### config.mk
export PLATFORM = sky130hd
export DESIGN_NAME = aes_round_sched
export DESIGN_NICKNAME = d
export VERILOG_FILES = /design/src/rtl/aes_round_sched.sv
export SDC_FILE = /design/constraint.sdc
export NUM_CORES = 1
export LEC_CHECK = 0
export CORE_AREA = 8 8 246 248
export DETAILED_ROUTE_END_ITERATION = 10
export DIE_AREA = 0 0 254 256
export MAX_ROUTING_LAYER = met4
export PLACE_DENSITY = 0.56
export SETUP_SLACK_MARGIN = 0.3
export SLEW_MARGIN = 0
export SYNTH_ARGS = -nofsm -noshare
export SYNTH_HDL_FRONTEND = slang
export SYNTH_SLANG_ARGS = --single-unit
export TNS_END_PERCENT = 30
### constraint.sdc
create_clock -name clk -period 23 [get_ports clk]
set_clock_uncertainty 0.1 [all_clocks]
set_input_delay 2.3 -clock clk [delete_from_list [all_inputs] [get_ports clk]]
set_output_delay 2.3 -clock clk [all_outputs]
set_load 0.1 [all_outputs]
### src/rtl/aes_round_sched.sv
// Iterative AES round scheduler: whitens a block with key0, then steps it through NR rounds of an external datapath.
// Define AES_SCHED_OVERLAP_EN to accept the next block in the same cycle the finished one is handed off.
module aes_round_sched #(
   parameter int NR = 10
) (
   input  logic         clk,
   input  logic         rst,
   input  logic         in_valid,
   output logic         in_ready,
   input  logic [127:0] in_data,
   input  logic         in_select,
   input  logic [127:0] key0,
   output logic [127:0] rnd_state,
   output logic [3:0]   rnd_num,
   output logic         rnd_final,
   output logic         rnd_select,
   input  logic [127:0] rnd_result,
   output logic         out_valid,
   input  logic         out_ready,
   output logic [127:0] out_data,
   output logic         busy
);

   typedef enum logic [1:0] {IDLE, RUN, DONE} state_t;

   localparam logic [3:0] LastRound = 4'(NR);

   state_t       state_q, state_d;
   logic [127:0] rndState_q, rndState_d;
   logic [3:0]   rndNum_q, rndNum_d;
   logic         rndSelect_q, rndSelect_d;
   logic [127:0] outData_q, outData_d;
   logic         outValid_q, outValid_d;
   logic         accept;

   assign accept = in_valid & in_ready;

   always_ff @(posedge clk or posedge rst) begin
      if (rst) begin
         state_q <= IDLE;
      end else begin
         state_q <= state_d;
      end
   end

   always_comb begin
      state_d = state_q;
      case (state_q)
         IDLE:    if (accept) state_d = RUN;
         RUN:     if (rndNum_q == LastRound) state_d = DONE;
         DONE:    if (out_ready) state_d = accept ? RUN : IDLE;
         default: state_d = IDLE;
      endcase
   end

   always_comb begin
      in_ready  = 1'b0;
      rnd_final = 1'b0;
      busy      = (state_q != IDLE);
      case (state_q)
         IDLE: in_ready = 1'b1;
         RUN:  rnd_final = (rndNum_q == LastRound);
         DONE: begin
`ifdef AES_SCHED_OVERLAP_EN
            in_ready = out_ready;
`else
            in_ready = 1'b0;
`endif
         end
         default: in_ready = 1'b0;
      endcase
   end

   // A new acceptance overrides everything else, which also covers the overlapped DONE->RUN handoff.
   always_comb begin
      rndState_d  = rndState_q;
      rndNum_d    = rndNum_q;
      rndSelect_d = rndSelect_q;
      outData_d   = outData_q;
      outValid_d  = outValid_q;
      if (state_q == DONE && out_ready) begin
         outValid_d = 1'b0;
      end
      if (state_q == RUN) begin
         if (rndNum_q == LastRound) begin
            outData_d  = rnd_result;
            outValid_d = 1'b1;
         end else begin
            rndState_d = rnd_result;
            rndNum_d   = rndNum_q + 4'd1;
         end
      end
      if (accept) begin
         rndState_d  = in_data ^ key0;
         rndNum_d    = 4'd1;
         rndSelect_d = in_select;
      end
   end

   always_ff @(posedge clk or posedge rst) begin
      if (rst) begin
         rndState_q  <= '0;
         rndNum_q    <= '0;
         rndSelect_q <= 1'b0;
         outData_q   <= '0;
         outValid_q  <= 1'b0;
      end else begin
         rndState_q  <= rndState_d;
         rndNum_q    <= rndNum_d;
         rndSelect_q <= rndSelect_d;
         outData_q   <= outData_d;
         outValid_q  <= outValid_d;
      end
   end

   assign rnd_state  = rndState_q;
   assign rnd_num    = rndNum_q;
   assign rnd_select = rndSelect_q;
   assign out_data   = outData_q;
   assign out_valid  = outValid_q;

endmodule

==> summary.txt, run 1 <==
Finish
  – Final nets: 1900
  – Share of layout cells above drive strength 1: approximately 15%
  – Register area: roughly 6600 µm²
  – Final instance area: 19800 µm²
  – Area of the multi-input gates: 4590 µm²
  – Fill count: 5734
  – Area growth from synthesis to layout: 71.9%

Logic synthesis
  – Synth Cell Area: roughly 12000 µm²
  – Post-synth top area cell: dfrtp_1
  – Syn Inst Count: 870
  – Commonest cells post-synth: dfrtp_1 (264), mux2_2 (128), xnor2_1 (128)
  – Fraction of registers with async set/reset: 100%
  – Synth area leaders: dfrtp_1 (57%), mux2_2 (13%), xnor2_1 (9.7%), a221o_1 (7.9%), o221a_2 (3.6%)
  – YS warnings: 0
  – Sequential share of the synthesized area: 57.4%
  – Post-synth top flop: dfrtp_1
  – Number of flops mapped to enable cells by yosys: 0
  – FF+latch count, synth: 264
  – Top-count cell post-synth: dfrtp_1
  – Syn_area_per_cell: 13.2 µm²
  – Syn Nets: 1261
  – Synth top area share: 57.4%
  – Unique masters post-synth: 28

Placement
  – IO buf count: ~650
  – Placed cell area: approximately 19000 µm²
  – HPWL after DPL: about 37000 µm
  – Placer Congestion: 0.848

Worst setup path
  – Crit path required time: 20.60 ns
  – Reg2reg end: rnd_state[31]$_DFFE_PP0P_
  – Worst path arrival time: 3.96 ns
  – Buf+Inv Stages, Crit Path: 4
  – Max FO, Critical Path: between 50 and 60
  – Crit path top cell by count: inv_1
  – FF-to-FF setup slack: about 20 ns
  – CP Launch Type: register
  – CP top delay family: buffers and inverters
  – CP max stage delay: around 1.2 ns
  – Crit-path cells: inv_1, ha_1, and3b_1, nand2_4, inv_1, buf_4, clkdlybuf4s50_1
  – CP Class: register to output port
  – Slowest CP cell: clkdlybuf4s50_1
  – Worst r2r path cells: 7
  – CP Capture Type: output port
  – Reg2reg start: rnd_num[0]$_DFFE_PP0P_

STA
  – Final TNS setup: 0 ns
  – Time the worst path needs with I/O delays and setup: approximately 6.4 ns
  – Fin crit share: between 20% and 30%
  – Worst-margin pin slew: 1.15 ns
  – Final hold viol count: 0
  – RSZ-0062 raised after global routing: no
  – Fmax: between 0.15 and 0.2 GHz
  – Slew HR: around 23%
  – Slew Viols, Final: 0
  – # setup viols final: 0

Floorplan
  – Core Region: around 57000 µm²
  – Initial core utilization: roughly 20%
  – # rows: 88
  – I/O pins: approximately 650
  – Horiz. Die Dim: 254 µm
  – Die height: between 200 and 300 µm
  – Die area: between 60000 and 70000 µm²

Job
  – Max Cap Viol: 0

Clock network
  – Max Root-Sink Buffers: 3
  – CTS buffer count: 31
  – TritonCTS clock tree: built
  – Clk root buf: clkbuf_16
  – H-Tree Depth: 1
  – Setup Buffers After CTS: 0
  – Clock Sinks: approximately 260
  – Clock-pin slew on the worst setup and hold paths: roughly 0.060 ns
  – Worst skew pair latency: around 0.55 ns
  – Post-CTS Hold Buffers: 0
  – Post-cts resize count: 0

Detailed routing
  – Vias post-DR: slightly below 10000
  – Avg WL per Cell: approximately 22 µm
  – Number of antenna-violating nets in the routed design: 0
  – Detailed Route WL: about 50000 µm
  – 1st-pass router iterations: 5
  – 1st-iter DRT viols: approximately 370
  – DRC: 0
  – Vias/cell: 4.28

Hold path
  – Worst Hold Path Cells: 2
  – Worst hold endpoint: rnd_select$_DFFE_PP0P_
  – Hold_sp: rnd_select$_DFFE_PP0P_
  – Hold/Removal Path Class: register to register

Global routing
  – First-pass GRT wire length: 72800 µm
  – Largest net degree at the start of global routing: 118
  – Antenna violations before repair: 4
  – Global route overflow: 0
  – Gr usage total: between 15 and 20%
  – Vias in the first global route: approximately 11000

Run status
  – Status: finished clean
[registers in the layout, summed over array words and instances, names as in the netlist]
register / flops
rnd_select: 1
out_valid: 1
out_data: 128
rnd_num: 4
rnd_state: 128
state_q: 2
[cells by family after synthesis]
group                      Yosys count  share of synthesized area [%]
xor gates and xnor gates           128                           9.73
buffers and inverters               64                           3.03
AOI/OAI and AO/OA                  137                           12.0
DFF                                264                           57.4
muxes                              129                           12.6
adders and majority gates            2                          0.217
and+or+nand+nor                    146                           5.03
[worst register-to-register path: stages (launching register included)]
cell	delay [ns]
dfrtp_1	0.42
inv_1	0.08
ha_1	0.21
and3b_1	0.28
a211o_4	0.61
buf_4	0.34
inv_2	0.73
o221a_2	0.38
[area by class of cell]
| cell class | instances | area share [%] |
|---|---|---|
| Multi-Input combinational cell | 542 | 23.2 |
| Tap cell | 765 | 4.84 |
| Sequential cell | 264 | 33.4 |
| Clock inverter | 6 | 0.404 |
| Antenna cell | 2 | 0.0253 |
| Clock buffer | 48 | 4.59 |
| Inverter | 7 | 0.171 |
| Timing Repair Buffer | 663 | 33.4 |
[stage by stage]
step | worst slack (ns) | util, % | hold slack, ns | std cells
after global routing | 16.31 | 34.8 | 0.411 | 2297
after CTS | 16.53 | 34.8 | 0.388 | 2295
after detailed placement | 17.16 | 33.1 | 0.374 | 2241
after floorplan | 13.33 | - | 0.492 | 870
final | 16.64 | 34.8 | 0.384 | 2297
after global placement | 17.16 | 33.1 | 0.361 | 2241
[how the worst max path moves through the flow]
stage                                 from                 endpoint  cells past startpoint
CTS                 rnd_num[0]$_DFFE_PP0P_                rnd_final                      7
detailed placement  rnd_num[0]$_DFFE_PP0P_                rnd_final                      7
global placement    rnd_num[0]$_DFFE_PP0P_                rnd_final                      7
floorplan                              rst  out_data[0]$_DFFE_PP0P_                      1
global route        rnd_num[0]$_DFFE_PP0P_                rnd_final                      7
finish              rnd_num[0]$_DFFE_PP0P_                rnd_final                      7
[metal layers]
layer / vias up / track usage [%] / part of all wire (%)
met1: 4877 / 16.2 / 38
li1: 4427 / - / -
met3: 77 / 4.35 / 8.5
met4: 0 / 5.01 / 3.2
met2: 446 / 26.3 / 50
met5: - / - / 0
[cell usage in the layout, fill, tap and decap left out, drive strengths merged, types with 2 or more instances in the layout]
| master | n |
|---|---|
| o21ai | 5 |
| buf | 10 |
| mux2 | 128 |
| nand2 | 44 |
| a221o | 91 |
| clkbuf | 48 |
| diode | 2 |
| dfrtp | 264 |
| nor2 | 94 |
| nand2b | 2 |
| inv | 7 |
| ha | 2 |
| clkinv | 4 |
| xnor2 | 128 |
| bufinv | 2 |
| clkdlybuf4s50 | 653 |
| o221a | 37 |
Power of run 1 is not shown: default switching activity piles up to over one toggle a cycle in this logic, so the estimate is an artifact.
==> inputs of run 2 (changes only) <==
- CORE_AREA: 8 8 246 248 -> 8 8 247 249
- DIE_AREA: 0 0 254 256 -> 0 0 255 257
- clock period: 23 -> 6.5 ns (I/O delays scaled with it)
==> run 2 against run 1 <==
  * Utilization fell by 0.095 points
  * Critical path type unchanged
  * Sequential share of layout area barely moved
  * Worst setup slack got worse by 15 ns
  * Non-clock buffer count rose by 1
  * Cell count barely moved
  * Count of clock-buffer cells in the layout fell by 2
  * Die area rose by 0.79%
  * Hold slack improved by 0.0054 ns
  * Critical path depth did not move
  * Design area rose by 0.11%
  * First-iteration DRC count rose by 21%
  * Via count barely moved
==> summary.txt, run 2 (synthesis results as in run 1) <==
Run status
  – Status: finished clean

Finish
  – Final instance area: 19800 µm²
  – Commonest non-fill, non-tap cell in the layout: clkdlybuf4s50_1
  – Share of layout cells above drive strength 1: 15.3%
  – Final cell count without fillers: around 2300
  – Final nets: 1901
  – Area growth from synthesis to layout: 72.1%
  – Commonest cells after routing, fill and taps aside: clkdlybuf4s50_1 (653), dfrtp_1 (264), mux2_2 (128), xnor2_1 (128), nor2_1 (93)

Detailed routing
  – Detailed Route WL: a little under 50000 µm
  – Vias post-DR: 9836
  – DRC: 0
  – Avg WL per Cell: 21.6 µm
  – 1st-pass router iterations: 4
  – Number of antenna-violating nets in the routed design: 0
  – Vias/cell: 4.28
  – 1st-iter DRT viols: between 400 and 500

Worst setup path
  – CP max stage delay: 1.24 ns
  – Worst path arrival time: 3.92 ns
  – CP top delay family: buffers and inverters
  – Max FO, Critical Path: 38
  – Crit path top cell by count: inv_1
  – CP Capture Type: output port
  – FF-to-FF setup slack: between 3 and 4 ns
  – Buf+Inv Stages, Crit Path: 4
  – Crit-path cells: inv_1, ha_1, and3b_1, nand2_4, inv_1, buf_4, clkdlybuf4s50_1
  – Crit path required time: approximately 5.8 ns
  – CP Class: register to output port
  – CP Launch Type: register
  – Slowest CP cell: clkdlybuf4s50_1

Placement
  – Placed cell area: 18800 µm²
  – Dpl cells: ~2200
  – HPWL after DPL: about 37000 µm
  – Placer Congestion: between 0.8 and 0.9
  – IO buf count: ~650

Floorplan
  – Initial core utilization: 20.2%
  – I/O pins: 654
  – Die area: ~66000 µm²
  – Horiz. Die Dim: roughly 260 µm
  – Die height: approximately 260 µm
  – # rows: a little under 90
  – Core Region: 57000 µm²

Clock network
  – H-Tree Depth: 1
  – Max Root-Sink Buffers: 3
  – Post-CTS Hold Buffers: 0
  – TritonCTS clock tree: built
  – Setup Buffers After CTS: 0
  – Clock-pin slew on the worst setup and hold paths: 0.06 ns
  – Worst skew pair latency: 0.59 ns
  – Post-cts resize count: 0
  – CTS buffer count: 31
  – Clk root buf: clkbuf_16
  – Clock Sinks: around 260

STA
  – Worst-margin pin slew: 1.09 ns
  – Final hold viol count: 0
  – Worst hold margin: 0.390 ns
  – Fmax: 0.214 GHz
  – RSZ-0062 raised after global routing: no
  – # setup viols final: 0
  – Fin crit share: 71.9%
  – Slew HR: a little over a quarter
  – Time the worst path needs with I/O delays and setup: 4.67 ns
  – Final TNS setup: 0 ns
  – Slew Viols, Final: 0

Job
  – Max Cap Viol: 0

Hold path
  – Hold/Removal Path Class: register to register

Global routing
  – Global route overflow: 0
  – Antenna violations before repair: 1
  – Gr usage total: about 15%
  – Vias in the first global route: 11200
  – First-pass GRT wire length: about 72000 µm
  – Largest net degree at the start of global routing: 153
-- run 2: cell count changes in the layout (fill, tap and decap cells not counted) --
cell | before | now
bufinv_16 | 2 | 1
buf_12 | 0 | 1
clkinv_2 | 4 | 6
diode_2 | 2 | 1
clkbuf_8 | 7 | 8
clkinvlp_4 | 0 | 1
inv_8 | 1 | 0
inv_6 | 0 | 1
clkbuf_1 | 10 | 7
clkinv_4 | 0 | 2
-- run 2: final timing paths --
check	startpoint	endpoint	cells after the start
hold / removal	rnd_select$_DFFE_PP0P_	rnd_select$_DFFE_PP0P_	2
hold reg to reg	rnd_select$_DFFE_PP0P_	rnd_select$_DFFE_PP0P_	2
setup / recovery	rnd_num[0]$_DFFE_PP0P_	rnd_final	7
min in group asynchronous	rst	rnd_num[3]$_DFFE_PP0P_	3
setup reg to reg	rnd_num[0]$_DFFE_PP0P_	out_data[51]$_DFFE_PP0P_	6
max in group asynchronous	rst	rnd_state[48]$_DFFE_PP0P_	4
-- run 2: area by class of cell --
| type | count | area (µm²) |
|---|---|---|
| diodes | 1 | 2.50 |
| clock buffers | 46 | 912 |
| clock inverters | 10 | 86.3 |
| fillers | 5704 | 37200 |
| inverters | 7 | 30.0 |
| multi-input cells | 542 | 4590 |
| flip-flops and latches | 264 | 6610 |
| well taps | 765 | 957 |
| repair buffers | 664 | 6630 |
-- run 2: worst min-delay path, delay by kind of cell (launching register included) --
kind,cells,cell delay [ns]
flip-flops,1,0.34
AND/OR/NAND/NOR,2,0.12
-- run 2: per-layer routing --
metal / GRT usage [%] / share of wire, % / vias up
met3: 4.47 / 8.5 / 75
li1: - / - / 4417
met4: 5.40 / 4.2 / 0
met1: 15.8 / 38 / 4885
met5: - / 0 / -
met2: 25.4 / 50 / 459
-- run 2: metrics by stage --
| step | setup WS [ns] | util, % |
|---|---|---|
| final | 1.83 | 34.7 |
| after global routing | 1.58 | 34.7 |
| after CTS | 1.75 | 34.7 |
| after detailed placement | 2.40 | 33.0 |
| after global placement | 2.44 | 33.0 |
| after floorplan | 2.27 | - |
Power of run 2 is left out for the same reason.
